<file path="config.mk">
export PLATFORM = sky130hd
export DESIGN_NAME = segmentos_mux
export DESIGN_NICKNAME = d
export VERILOG_FILES = /design/src/rtl/segmentos_mux.sv
export SDC_FILE = /design/constraint.sdc
export NUM_CORES = 1
export LEC_CHECK = 0
export BUFFER_PORTS_ARGS = -buffer_cell sky130_fd_sc_hd__buf_2
export CAP_MARGIN = 30
export CORE_UTILIZATION = 55
export DETAILED_ROUTE_END_ITERATION = 8
export PLACE_DENSITY = 0.85
export SLEW_MARGIN = 20
export SYNTH_ARGS = -nofsm -noshare
export SYNTH_HDL_FRONTEND = slang
export SYNTH_SLANG_ARGS = --single-unit
</file>
<file path="constraint.sdc">
create_clock -name clk -period 3.3 [get_ports clk]
set_clock_uncertainty 0.2 [all_clocks]
set_input_delay 0.165 -clock clk [delete_from_list [all_inputs] [get_ports clk]]
set_output_delay 0.165 -clock clk [all_outputs]
set_load 0.1 [all_outputs]
</file>
<file path="src/rtl/segmentos_mux.sv">
// segmentos_mux: time-multiplexed multi-digit 7-segment display driver.
//
// A binary value is loaded, converted to BCD (sequential double-dabble, one bit per cycle)
// or taken as hex nibbles, and committed to a digit register. A free-running scan counter
// then walks the digits onto a shared active-low segment bus with active-low anodes.
//
// Ports:
//   clk       system clock, rising edge
//   rst_n     synchronous active-low reset
//   in_data   binary value to display
//   in_valid  load request, accepted only while idle
//   in_hex    1 = hex mode, 0 = decimal mode (sampled with in_valid)
//   blank_lz  1 = blank leading zero digits (live)
//   busy      conversion in progress, loads dropped
//   seg       segments {g,f,e,d,c,b,a}, active-low, registered
//   an        digit enables, active-low one-hot, registered
module segmentos_mux #(
  parameter int unsigned DIGITS   = 4,
  parameter int unsigned DATA_W   = 14,
  parameter int unsigned SCAN_DIV = 50000
) (
  input  logic              clk,
  input  logic              rst_n,
  input  logic [DATA_W-1:0] in_data,
  input  logic              in_valid,
  input  logic              in_hex,
  input  logic              blank_lz,
  output logic              busy,
  output logic [6:0]        seg,
  output logic [DIGITS-1:0] an
);

  // Number of decimal digits needed to hold 2^w - 1.
  function automatic int unsigned dec_digits(input int unsigned w);
    longint unsigned v;
    int unsigned     n;
    v = (64'd1 << w) - 64'd1;
    n = 1;
    for (int i = 0; i < 20; i++) begin
      if (v >= 64'd10) begin
        v = v / 64'd10;
        n++;
      end
    end
    return n;
  endfunction

  localparam int unsigned BcdNeed   = dec_digits(DATA_W);
  // BCD register is at least DIGITS wide so the display slice always exists.
  localparam int unsigned BcdDigits = (BcdNeed > DIGITS) ? BcdNeed : DIGITS;
  localparam int unsigned BcdW      = 4 * BcdDigits;
  localparam int unsigned DispW     = 4 * DIGITS;
  localparam int unsigned HexW      = (DATA_W > DispW) ? DATA_W : DispW;
  localparam int unsigned CntW      = $clog2(SCAN_DIV);
  localparam int unsigned IdxW      = (DIGITS > 1) ? $clog2(DIGITS) : 1;
  localparam int unsigned BitW      = $clog2(DATA_W + 1);

  typedef enum logic [1:0] {StIdle, StShift, StDone} state_e;

  function automatic logic [6:0] glyph(input logic [3:0] n);
    logic [6:0] s;
    unique case (n)
      4'h0: s = 7'h40;
      4'h1: s = 7'h79;
      4'h2: s = 7'h24;
      4'h3: s = 7'h30;
      4'h4: s = 7'h19;
      4'h5: s = 7'h12;
      4'h6: s = 7'h02;
      4'h7: s = 7'h78;
      4'h8: s = 7'h00;
      4'h9: s = 7'h18;
      4'hA: s = 7'h08;
      4'hB: s = 7'h03;
      4'hC: s = 7'h46;
      4'hD: s = 7'h21;
      4'hE: s = 7'h06;
      default: s = 7'h0E;
    endcase
    return s;
  endfunction

  state_e            state_q, state_d;
  logic [DATA_W-1:0] data_q, data_d;
  logic              hex_q, hex_d;
  logic [BcdW-1:0]   bcd_q, bcd_d;
  logic [BitW-1:0]   bitcnt_q, bitcnt_d;
  logic [DispW-1:0]  digits_q, digits_d;
  logic              ovf_q, ovf_d;
  logic [CntW-1:0]   cnt_q, cnt_d;
  logic [IdxW-1:0]   idx_q, idx_d;
  logic [6:0]        seg_q, seg_d;
  logic [DIGITS-1:0] an_q, an_d;

  logic [BcdW-1:0]        bcd_adj;
  logic [BcdW+DATA_W-1:0] shift_vec;
  logic [HexW-1:0]        hex_ext;
  logic [DispW-1:0]       upper;
  logic [6:0]             seg_sel;

  // Double-dabble step: add 3 to every nibble >= 5 before the shift.
  always_comb begin
    bcd_adj = '0;
    for (int i = 0; i < int'(BcdDigits); i++) begin
      if (bcd_q[4*i +: 4] >= 4'd5) begin
        bcd_adj[4*i +: 4] = bcd_q[4*i +: 4] + 4'd3;
      end else begin
        bcd_adj[4*i +: 4] = bcd_q[4*i +: 4];
      end
    end
    shift_vec = {bcd_adj, data_q} << 1;
    hex_ext   = HexW'(data_q);
  end

  always_comb begin
    state_d  = state_q;
    data_d   = data_q;
    hex_d    = hex_q;
    bcd_d    = bcd_q;
    bitcnt_d = bitcnt_q;
    digits_d = digits_q;
    ovf_d    = ovf_q;
    unique case (state_q)
      StIdle: begin
        if (in_valid) begin
          data_d   = in_data;
          hex_d    = in_hex;
          bcd_d    = '0;
          bitcnt_d = '0;
          state_d  = in_hex ? StDone : StShift;
        end
      end
      StShift: begin
        {bcd_d, data_d} = shift_vec;
        bitcnt_d        = bitcnt_q + BitW'(1);
        if (bitcnt_q == BitW'(DATA_W - 1)) begin
          state_d = StDone;
        end
      end
      StDone: begin
        state_d = StIdle;
        if (hex_q) begin
          digits_d = hex_ext[DispW-1:0];
          ovf_d    = |(hex_ext >> DispW);
        end else begin
          digits_d = bcd_q[DispW-1:0];
          ovf_d    = |(bcd_q >> DispW);
        end
      end
      default: state_d = StIdle;
    endcase
  end

  // Digits at and above the scanned one; all zero means this digit is a leading zero.
  always_comb begin
    upper = digits_q >> {idx_q, 2'b00};
    if (ovf_q) begin
      seg_sel = 7'h3F;
    end else if (blank_lz && (idx_q != '0) && (upper == '0)) begin
      seg_sel = 7'h7F;
    end else begin
      seg_sel = glyph(upper[3:0]);
    end
  end

  // Slot update shows the current index, then advances it, so the first wrap shows digit 0.
  always_comb begin
    cnt_d = cnt_q + CntW'(1);
    idx_d = idx_q;
    seg_d = seg_q;
    an_d  = an_q;
    if (cnt_q == CntW'(SCAN_DIV - 1)) begin
      cnt_d = '0;
      idx_d = (idx_q == IdxW'(DIGITS - 1)) ? '0 : idx_q + IdxW'(1);
      an_d  = ~(DIGITS'(1) << idx_q);
      seg_d = seg_sel;
    end
  end

  always_ff @(posedge clk) begin
    if (!rst_n) begin
      state_q  <= StIdle;
      data_q   <= '0;
      hex_q    <= 1'b0;
      bcd_q    <= '0;
      bitcnt_q <= '0;
      digits_q <= '0;
      ovf_q    <= 1'b0;
      cnt_q    <= '0;
      idx_q    <= '0;
      seg_q    <= 7'h7F;
      an_q     <= '1;
    end else begin
      state_q  <= state_d;
      data_q   <= data_d;
      hex_q    <= hex_d;
      bcd_q    <= bcd_d;
      bitcnt_q <= bitcnt_d;
      digits_q <= digits_d;
      ovf_q    <= ovf_d;
      cnt_q    <= cnt_d;
      idx_q    <= idx_d;
      seg_q    <= seg_d;
      an_q     <= an_d;
    end
  end

  assign busy = (state_q != StIdle);
  assign seg  = seg_q;
  assign an   = an_q;

endmodule

</file>
# Word level (Yosys, flattened, before mapping)
# Memories as Yosys holds them, arrays and structs flattened.
# Cells that the tools add are included.
dict set report op_classes {
  add_sub_neg 8
  magnitude_cmp 5
  n_eq_ne 7
  n_shift 2
  mux 20
  bitwise 2
  reduce_logical 12
}
# operator count
set ops {}
lappend ops {{one-hot mux 20 bit (2 select lines)} 1}
lappend ops {{one-hot mux 14 bit (2 select lines)} 1}
lappend ops {{greater-or-equal comparator 4 x 3 -> 1 bit, second input constant} 5}
lappend ops {{two-way mux 20 bit} 1}
lappend ops {{two-way mux 4 bit} 5}
lappend ops {{adder 16 x 1 -> 16 bit, second input constant} 1}
lappend ops {{adder 4 x 2 -> 4 bit, second input constant} 4}
lappend ops {{equality test 16 bit, second input constant} 1}
lappend ops {{zero test 16 bit} 1}
lappend ops {{two-way mux 16 bit} 1}
lappend ops {{right shift 16 x 4 -> 16 bit} 1}
lappend ops {{two-way mux 14 bit} 1}
lappend ops {{two-way mux 7 bit} 2}
lappend ops {{two-way mux 2 bit} 4}
lappend ops {{one-hot mux 4 bit (2 select lines)} 1}
lappend ops {{AND reduction 2 bit} 3}
lappend ops {{nonzero test 2 bit} 3}
lappend ops {{adder 4 x 1 -> 4 bit, second input constant} 1}
lappend ops {{equality test 2 bit, second input constant} 2}
lappend ops {{equality test 4 bit, second input constant} 1}
lappend ops {{!= test 2 bit, second input constant} 2}
lappend ops {{NOT 4 bit} 1}
lappend ops {{one-hot mux 2 bit (2 select lines)} 1}
lappend ops {{OR reduction 4 bit} 1}
lappend ops {{10 further kinds} 11}
dict set report totals {
  ff_bits 87
  rom_bits 112
  memories 1
}
# memory words word_bits rd rd_clocked_by_memory_dff wr line
set mem_list {}
lappend mem_list {{(name not given)} 16 7 1 0 0 62} ;# unique case (n)

# Depth between registers and ports, before layout
dict set report depth {
  depth_word 5
  mapped_depth 8
  depth_no_buf 7
}

# Worst setup path before layout
# OpenSTA, ideal clock, no wires.
dict set report synth_path {
  path_type {flip-flop to flip-flop}
  start {reg idx_q[0]}
  end {reg seg_q[6] (netlist: seg[6])}
  setup_time_ns 0.096
  arrival_ns 2.183
  t_required_ns 3.004
  slack_ns 0.821
  stages_incl_launch_ff 9
  n_path_buf 1
  synth_period_minus_slack_ns 2.479
  cell_sequence {dfxtp_1 > buf_6 > mux4_2 > inv_1 > ha_1 > o211ai_1 > a211oi_1 > a221oi_2 > o311ai_1}
}
dict set report synth_between {
  elab_chain_cells 5
}
# element line
set synth_lines {}
lappend synth_lines {{start: declaration} 91} ;# logic [IdxW-1:0] idx_q, idx_d;
lappend synth_lines {{start signal: assignment} 202} ;# idx_q <= idx_d;
lappend synth_lines {{branches (longest 3 deep; another with memory read (16 x 7 bit))} n/a}
lappend synth_lines {{two-way mux 7 bit *} 159} ;# end else if (blank_lz && (idx_q != '0) && (upper == '0)) begin
lappend synth_lines {{two-way mux 7 bit *} 157} ;# if (ovf_q) begin
lappend synth_lines {{end signal: assignment} 203} ;# seg_q <= seg_d;
lappend synth_lines {{end: declaration} 92} ;# logic [6:0] seg_q, seg_d;
# Every way passes the cells marked *.
# A chain may end at the register's enable or synchronous reset.

# Worst setup path in the final report
dict set report layout_path {
  start {reg idx_q[0]}
  end {reg seg_q[0] (netlist: seg[0])}
}
# The elaborated chain is that of the path after synthesis.

==> impl_results.md <==
- DP HPWL: 6550 µm
- #FFs+latches synth: 87
- Avg WL per Cell: 15.0 µm
- Ys async rst share: 0%
- Nets: 577
- Synth top area share: 39.4%
- Num CTS Buffers: 9
- Compound-Gate Fraction of Synth Area: 19.0%
- Worst Path Required: 3.39 ns
- Mapped Area: 0.00442 mm²
- Most frequent cell after synthesis: dfxtp_1
- Core area: 0.00773 mm²
- Critical path buffer and inverter count: 1
- Share of the yosys chip area belonging to registers: 39.4%
- Pwr Density: 422 mW/mm²
- Simple-gate share of the synthesized area: 20.3%
- Post-synth top area cell: dfxtp_1
- Worst Setup SP: idx_q[0]$_SDFFE_PN0P_
- Setup-failing EPs final: 0
- H-tree levels: 3
- HP Start: rst_n
- Actual slew at the worst max-slew pin: 0.856 ns
- Post-synthesis net count: 543
- Setup crit end kind: flip-flop
- Pin count of the biggest net entering global routing: 44
- CP max stage cell: mux4_2
- Clock Latency Late Sink: 0.36 ns
- Area grow syn2layout: 12.8%
- Largest cells by area after synthesis: dfxtp_1 39%, ha_1 6.2%, nand2_1 4.2%, a21boi_0 3.7%, o211a_1 3.2%
- Status: complete, no violations
- Initial antenna violation count: 0
- Commonest register cell after synthesis: dfxtp_1
- Max stage delay on crit path: 0.58 ns
- Top delay family on crit path: compound AO/OA/AOI/OAI gates
- CTS root buffer: clkbuf_8
- Drt via density: 5.88
- Routed vias: 3779
- Unrepaired setup endpoints after global routing: false
- Largest family of logic cells by synthesized area: simple AND/OR/NAND/NOR gates
- Adder-Cell Fraction of Synth Area: 6.23%
- CTS tree: built
- Io pins: 31
- Distinct cell type count after synthesis: 43
- CTS sink cnt: 87
- # DRC: 0
- Final Non-Filler Cells: 643
- Total grt overflow: 0
- GR Util All Layers: 24.4%
- Starting Density: 57.1%
- Worst EP arrival: 2.64 ns
- Detailed Route Iter0 Violations: 213
- CTS Buffer Depth: 2
- XOR/XNOR Fraction of Synth Area: 4.56%
- Yosys synthesis warning count: 0
- DP Cell Count: 610
- Crit path kind: reg2reg
- Pre-antenna DRT Iters: 4
- Row count: 32
- Diodes inserted: 0
- Static leakage: 1.96 nW
- Maximum Capacitance Violations: 0
- Post-Syn Area per Cell: 8.80 µm²
- Fin. Hold Viols: 0
- Post-synth EDFFs: 0
- Max Clock Freq: 0.392 GHz
- Crit share post-route: 77.3%
- Max Slew Vio Count: 0
- Die Footprint: 0.00839 mm²
- Worst path cell trace: mux4_2, inv_1, ha_1, o211ai_1, a211oi_1, nor4b_4, a31oi_1
- HP Class: in2reg
- Die X: 91.6 µm
- Tot Pwr: 0.00210 W
- Die Y: 91.6 µm
- Vias in the first global route: 3691
- Launching point of the worst reg2reg path: idx_q[0]$_SDFFE_PN0P_
- Setup_tns: 0 ns
- GP Congestion: 0.827
- Most frequent cells after synthesis: 87 x dfxtp_1, 49 x nand2_1, 35 x nor2_1
- Final WL: 9670 µm
- Layout cells sized above 1: 12.8%
- Routed Antenna Nets: 0
- Number of port buffers: 30
- CTS clk-pin slew, worst paths: 0.09 ns
- Worst IR drop on VDD: 0.000237 V
- Mapped Cells: 502
- Post-layout min period: 2.55 ns
- Post-CTS setup buffers: 0
- Startpoint types: flip-flop
- First-pass GRT wire length: 16500 µm
- CTS resizes: 0
- Post-layout util: 64.5%
- Max FO, Critical Path: 6
- Mux contribution to synthesized area: 5.78%
- Slew HR: 42.7%
-- timing repair --
item                                    CTS  global route
hold buffers                             16             0
hold endpoints to repair                 17             0
endpoints found under the setup margin    0             0
-- flip-flops by register name, indices dropped and copies added, names as in the netlist --
name and flops:
cnt_q 16, idx_q 2, an 4, ovf_q 1
bitcnt_q 4, state_q 2, bcd_q 20, data_q 14
seg 7, hex_q 1, digits_q 16
-- kinds of logic after synthesis --
logic type | count (synthesis)
simple gates | 180
mux | 19
compound gates | 121
xor+xnor | 23
fa+ha+maj | 22
buf+inv | 50
flops | 87
-- metrics by stage --
| step | hold WS [ns] | area (µm²) | setup slack, ns |
|---|---|---|---|
| after floorplan | 0.110 | 4420 | 0.821 |
| after global placement | 0.221 | 4620 | 0.898 |
| after detailed placement | 0.230 | 4620 | 0.755 |
| after CTS | 0.140 | 4970 | 0.738 |
| after global routing | 0.197 | 4980 | 0.593 |
| final | 0.146 | 4980 | 0.750 |
-- layout by cell type, fill, tap and decap left out, drive strengths merged, types with 16 or more instances in the layout --
| cell | instances |
|---|---|
| ha | 22 |
| dlygate4sd3 | 16 |
| nand2 | 49 |
| a21boi | 22 |
| dfxtp | 87 |
| o21ai | 27 |
| nor2 | 35 |
| nand3 | 26 |
| a21oi | 16 |
| nor3 | 20 |
| inv | 23 |
| buf | 39 |
-- power breakdown --
group          switching, W  internal, W
registers         0.0000363      0.00108
logic              0.000151     0.000105
clock network      0.000433     0.000290
total              0.000621      0.00148
-- worst reg2reg max path: cells and delay by family (launching register included) --
family | cells | cell delay (ns)
and+or+nand+nor | 1 | 0.14
buffers and inverters | 1 | 0.15
adders and majority gates | 1 | 0.21
DFF | 1 | 0.41
AOI/OAI and AO/OA | 3 | 0.79
muxes | 1 | 0.58
-- layer usage --
metal	vias up	routed length (µm)	track usage [%]
li1	1840	-	-
met2	107	4740	41.9
met5	-	0	0
met1	1805	4350	29.8
met3	27	347	4.44
met4	0	227	10.1
-- area by class of cell --
| type | instances | area [µm²] |
|---|---|---|
| Multi-Input combinational cell | 365 | 2470 |
| Inverter | 18 | 67.6 |
| Clock buffer | 9 | 124 |
| Sequential cell | 87 | 1740 |
| Timing Repair Buffer | 55 | 385 |
| Tap cell | 102 | 128 |
| Clock inverter | 7 | 61.3 |
| Fill cell | 590 | 2750 |
-- path summary, 6_finish.rpt --
path | end | slack [ns] | cells past startpoint
max | seg[0]$_SDFFE_PN1P_ | 0.75 | 7
min | seg[6]$_SDFFE_PN1P_ | 0.15 | 2
max reg2reg | seg[0]$_SDFFE_PN1P_ | 0.75 | 7
min reg2reg | cnt_q[0]$_SDFF_PP0_ | 0.29 | 1
Note: power is estimated with default switching activity, not from simulation.
